[config.mk]
export PLATFORM = sky130hd
export DESIGN_NAME = hps_io_initiator
export DESIGN_NICKNAME = d
export VERILOG_FILES = /design/src/rtl/hps_io_initiator.sv
export SDC_FILE = /design/constraint.sdc
export NUM_CORES = 1
export LEC_CHECK = 0
export CELL_PAD_IN_SITES_DETAIL_PLACEMENT = 2
export CELL_PAD_IN_SITES_GLOBAL_PLACEMENT = 2
export CORE_ASPECT_RATIO = 0.7
export CORE_UTILIZATION = 30
export CTS_CLUSTER_SIZE = 12
export DETAILED_ROUTE_END_ITERATION = 6
export DONT_BUFFER_PORTS = 1
export HOLD_SLACK_MARGIN = 0.08
export PLACE_DENSITY = 0.68
export SLEW_MARGIN = 20
export SYNTH_ARGS = -nofsm -noshare
export SYNTH_HDL_FRONTEND = slang
export SYNTH_SLANG_ARGS = --single-unit
[constraint.sdc]
create_clock -name clk_sys -period 2.3 [get_ports clk_sys]
set_input_delay 0.23 -clock clk_sys [delete_from_list [all_inputs] [get_ports clk_sys]]
set_output_delay 0.23 -clock clk_sys [all_outputs]
set_load 0.03 [all_outputs]
[src/rtl/hps_io_initiator.sv]
// hps_io_initiator: host-side master for the HPS strobe/ack word protocol.
// Takes a command (select + word count), then for each word loads io_din,
// raises io_clk, waits for the responder's io_ack, captures io_dout, drops
// io_clk, and waits for io_ack to fall before the next word.
// Ports:
//   clk_sys, reset_n          clock, async active-low reset
//   cmd_valid/ready, cmd_sel, cmd_len   command handshake (sel 3 = reserved, len 0 = 16)
//   wr_valid/ready, wr_data   per-word write data
//   rd_valid, rd_data         per-word captured io_dout (one-cycle pulse)
//   done, err                 end-of-command pulses (err = timeout or reserved sel)
//   io_din, io_clk, io_uio/io_fpga/io_osd   protocol outputs
//   io_ack, io_dout           protocol inputs (io_ack asynchronous)
module hps_io_initiator #(
  parameter int TIMEOUT = 65535,
  parameter int SETUP   = 2,
  parameter int GAP     = 2
) (
  input  logic        clk_sys,
  input  logic        reset_n,
  input  logic        cmd_valid,
  output logic        cmd_ready,
  input  logic [1:0]  cmd_sel,
  input  logic [3:0]  cmd_len,
  input  logic        wr_valid,
  output logic        wr_ready,
  input  logic [15:0] wr_data,
  output logic        rd_valid,
  output logic [15:0] rd_data,
  output logic        done,
  output logic        err,
  output logic [15:0] io_din,
  output logic        io_clk,
  output logic        io_uio,
  output logic        io_fpga,
  output logic        io_osd,
  input  logic        io_ack,
  input  logic [15:0] io_dout
);

  typedef enum logic [2:0] {IDLE, SELECT, LOAD, STB_HI, STB_LO, RELEASE} state_t;

  localparam int          TW       = 17;
  localparam logic [TW-1:0] TMO_LAST = TW'(TIMEOUT - 1);
  localparam logic [7:0]  SETUP_LAST = 8'(SETUP - 1);
  localparam logic [7:0]  GAP_LAST   = 8'(GAP - 1);

  state_t        state;
  logic [TW-1:0] tmo;
  logic [7:0]    dly;
  logic [4:0]    words;
  logic [2:0]    sel_oh;   // {osd, fpga, uio}
  logic          ack_m, ack_s;

  assign io_uio  = sel_oh[0];
  assign io_fpga = sel_oh[1];
  assign io_osd  = sel_oh[2];

  always_ff @(posedge clk_sys or negedge reset_n) begin
    if (!reset_n) begin
      ack_m <= 1'b0;
      ack_s <= 1'b0;
    end else begin
      ack_m <= io_ack;
      ack_s <= ack_m;
    end
  end

  always_ff @(posedge clk_sys or negedge reset_n) begin
    if (!reset_n) begin
      state     <= IDLE;
      tmo       <= '0;
      dly       <= '0;
      words     <= '0;
      sel_oh    <= '0;
      cmd_ready <= 1'b0;
      wr_ready  <= 1'b0;
      rd_valid  <= 1'b0;
      rd_data   <= '0;
      done      <= 1'b0;
      err       <= 1'b0;
      io_din    <= '0;
      io_clk    <= 1'b0;
    end else begin
      rd_valid <= 1'b0;
      done     <= 1'b0;
      err      <= 1'b0;
      case (state)
        IDLE: begin
          cmd_ready <= 1'b1;
          if (cmd_valid && cmd_ready) begin
            if (cmd_sel == 2'd3) begin
              err <= 1'b1;          // reserved target: reject, stay ready
            end else begin
              cmd_ready <= 1'b0;
              sel_oh    <= 3'b001 << cmd_sel;
              words     <= (cmd_len == 4'd0) ? 5'd16 : {1'b0, cmd_len};
              dly       <= '0;
              state     <= SELECT;
            end
          end
        end
        SELECT: begin
          if (dly == SETUP_LAST) begin
            wr_ready <= 1'b1;
            state    <= LOAD;
          end else begin
            dly <= dly + 8'd1;
          end
        end
        LOAD: begin
          // No timeout here: the host may stall the write stream indefinitely.
          // The strobe is held off while a stray ack is still visible.
          if (wr_valid && wr_ready && !ack_s) begin
            io_din   <= wr_data;
            wr_ready <= 1'b0;
            io_clk   <= 1'b1;
            tmo      <= '0;
            state    <= STB_HI;
          end
        end
        STB_HI: begin
          if (ack_s) begin
            rd_data  <= io_dout;
            rd_valid <= 1'b1;
            io_clk   <= 1'b0;
            tmo      <= '0;
            state    <= STB_LO;
          end else if (tmo == TMO_LAST) begin
            io_clk <= 1'b0;
            sel_oh <= '0;
            err    <= 1'b1;
            dly    <= '0;
            state  <= RELEASE;
          end else begin
            tmo <= (&tmo) ? tmo : tmo + 1'b1;
          end
        end
        STB_LO: begin
          // Only the low level matters; a re-rise of ack here is ignored.
          if (!ack_s) begin
            words <= words - 5'd1;
            if (words == 5'd1) begin
              sel_oh <= '0;
              done   <= 1'b1;
              dly    <= '0;
              state  <= RELEASE;
            end else begin
              wr_ready <= 1'b1;
              state    <= LOAD;
            end
          end else if (tmo == TMO_LAST) begin
            sel_oh <= '0;
            err    <= 1'b1;
            dly    <= '0;
            state  <= RELEASE;
          end else begin
            tmo <= (&tmo) ? tmo : tmo + 1'b1;
          end
        end
        RELEASE: begin
          if (dly == GAP_LAST) begin
            cmd_ready <= 1'b1;
            state     <= IDLE;
          end else begin
            dly <= dly + 8'd1;
          end
        end
        default: state <= IDLE;
      endcase
    end
  end

endmodule

==> out/metrics.csv <==
metric;value;unit
max_freq;493;MHz
outcome;finished, violations left;
syn_area;3890;µm²
tritoncts;yes;
place.gp.congestion;0.773;
relSlewSlack;56.2;%
clockBufferDepth;2;
dr.pass1.iters;6;
yosysSeqAreaShare;48.8;%
antenna_left;0;
hold_path.class;in2reg;
drive_above_1_share;16.5;%
cp_max_fo;7;
synth.avg_cell_area;11.4;µm²
synthCells;341;
layout_setup_ws;0.271;ns
cp-endpoint;tmo[9]$_DFFE_PN0P_;
vias_per_cell;5.30;
p_per_area;1340;nW/µm²
gr-total-overflow;0;
p_leak;0.00206;µW
violations;DRC;
hold_start;cmd_len[0];
synth-edff-count;0;
cp_data_arrival_time;2.25;ns
coreArea;12500;µm²
r2r_slack;0.27;ns
fin_crit_sh;88.2;%
rows;34;
ir_drop;0.632;mV
tightestPinTransition;0.652;ns
ff2ff_path_depth;7;
finalNetCount;438;
place_ws;0.323;ns
clockRootBuffer;clkbuf_16;
htree_levels;3;
fill_cells;1278;
vias;2948;
grt_max_degree;77;
cts_sinks;76;
required;2.52;ns
areaGrowthSynthToFinish;22.9;%
fin_util;38.1;%
numCtsBuffers;9;
finalSetupTns;0;ns
maxCapViolCount;0;
seq_area;1900;µm²
track_usage;17.5;%
yosysWarnings;0;
routedWlPerCell;19.7;µm
hpwl;7070;µm
start_kind;flip-flop;
diodes;0;
multi_input_area;1860;µm²
setup_viol;0;
drc_errors;4;
skew;0.00717;ns
clk_latency;0.34;ns
drtIter0Drc;143;
die-area;13400;µm²
dieHeight;97.3;µm
synthFlopType;dfrtp_1;
rsz0062_at_grt;false;
crit_start;tmo[1]$_DFFE_PN0P_;
worstSetupPathType;reg2reg;
post_cts_resized;0;
mappedNetlistNets;390;
ys_seq_elements;76;
clk_pin_slew;0.07;ns
grt_pass1_vias;3359;
slew_violations;0;
timing.final.crit_period;2.03;ns
grt_pass1_wl;18400;µm
crit_path_end_kind;flip-flop;
total_power;6410;µW
hold_violations;0;
synth.distinct_cells;69;
start_util;31.0;%
pin_count;84;
portBuffers;0;
antenna_found_initial;0;
die-width;138;µm
reg2reg_from;tmo[1]$_DFFE_PN0P_;
critical_path.reg2reg.endpoint;tmo[9]$_DFFE_PN0P_;
postSynth.asyncResetShare;100;%
totalWireLength;11000;µm
[timing repair]
| item | in CTS | in global routing |
|---|---|---|
| hold endpoints to repair | 110 | 0 |
| buffers inserted | 0 | 0 |
| hold buffers | 36 | 0 |
[synthesized netlist by cell type (2+ instances only)]
cell	instances	share of area [%]
nand2_1	13	1.3
buf_6	5	1.4
nor3_1	8	1.0
buf_2	3	0.39
nor2b_1	4	0.64
mux2_2	8	2.3
a211oi_1	7	1.3
a21o_1	4	0.77
and3_1	3	0.48
o21ai_1	3	0.39
a31oi_1	7	1.1
o221ai_1	2	0.45
dfrtp_1	76	49
o21a_1	2	0.39
mux2i_1	2	0.51
a41oi_1	2	0.45
nand4_1	7	1.1
a21oi_2	4	0.90
nor3b_1	2	0.39
mux2_1	24	6.9
nor2_1	35	3.4
and4_1	3	0.67
xor2_1	4	0.90
nor3_4	2	0.84
a311oi_1	2	0.45
ha_1	6	1.9
a31oi_4	3	1.6
and2_1	5	0.80
nand2b_1	4	0.64
nor4_4	2	1.1
inv_1	9	0.87
o21ai_0	13	1.7
nand4_2	2	0.64
nor4_1	2	0.32
a21oi_1	11	1.4
xnor2_1	7	1.6
nand3_1	8	1.0
or3_1	4	0.64
clkbuf_1	3	0.29
[cell families after synthesis]
logic type      share of synthesized area [%]
fa+ha+maj                                1.93
mux                                      9.77
buf+inv                                  3.28
compound gates                           14.8
simple gates                             18.9
flops                                    48.8
xor+xnor                                 2.47
[layout by cell type (no fill, tap or decap), types with 3 or more instances in the layout]
cell type      count
and3_1             3
a21oi_2            4
ha_1               6
o21ai_0           13
and2_1             5
inv_6              3
a211oi_1           7
a31oi_1            7
nor2b_1            4
inv_8              3
buf_4             14
a31oi_4            3
nor2_1            35
dlygate4sd3_1     35
nor3_1             8
nand2_1           13
nand2b_1           4
a21oi_1           11
a21o_1             4
xnor2_1            7
dfrtp_1           76
nand3_1            8
clkbuf_16          9
o21ai_1            3
and4_1             3
or3_1              4
nand4_1            7
inv_1              9
xor2_1             4
mux2_2             8
mux2_1            24
[per-stage QoR]
step	hold WS, ns	std cells	area, µm²
after floorplan	-0.0656	341	3890
after global placement	-0.0640	504	4110
after detailed placement	-0.0639	504	4110
after CTS	0.0821	556	4790
after global routing	0.0876	556	4790
final	0.0906	556	4790
[state kept, by name (all words and copies together), names as in the netlist, 3 cells and up]
name and count:
tmo 17, io_din 16, rd_data 16, dly 8, words 5, sel_oh 3
state 3
[layer usage]
metal / global-route usage [%] / wire (µm) / share of wire [%]
met4: 4.24 / 126 / 1.1
met3: 5.27 / 580 / 5.3
met5: 0 / 0 / 0
met2: 29.5 / 5300 / 48
met1: 22.0 / 4970 / 45
[power breakdown]
group / internal, µW / switching [µW]
Sequential: 1830 / 1160
Clock: 776 / 676
Combinational: 876 / 1100
Total: 3480 / 2930
[layout make-up]
type                    count  share of cell area [%]
repair buffers             50                    10.1
inverters                   9                   0.706
multi-input cells         243                    38.9
flip-flops and latches     76                    39.7
clock inverters             7                    1.59
well taps                 162                    4.23
clock buffers               9                    4.70
[worst min-delay path by stage]
| stage | to | slack (ns) | cells past startpoint |
|---|---|---|---|
| after floorplan | ack_m$_DFF_PN0_ | -0.07 | 0 |
| after global placement | words[1]$_DFFE_PN0P_ | -0.06 | 0 |
| after detailed placement | words[1]$_DFFE_PN0P_ | -0.06 | 0 |
| after CTS | words[1]$_DFFE_PN0P_ | 0.08 | 2 |
| after global routing | words[1]$_DFFE_PN0P_ | 0.09 | 2 |
| final | words[0]$_DFFE_PN0P_ | 0.09 | 2 |
[critical path: stages (launching register included)]
cell and delay [ns]:
dfrtp_1 0.45, ha_1 0.30, mux2i_1 0.15, buf_4 0.17
nor4_4 0.37, and4bb_1 0.29, xnor2_1 0.13, nor2_1 0.05
No activity file was read; power rests on OpenSTA's default activity.
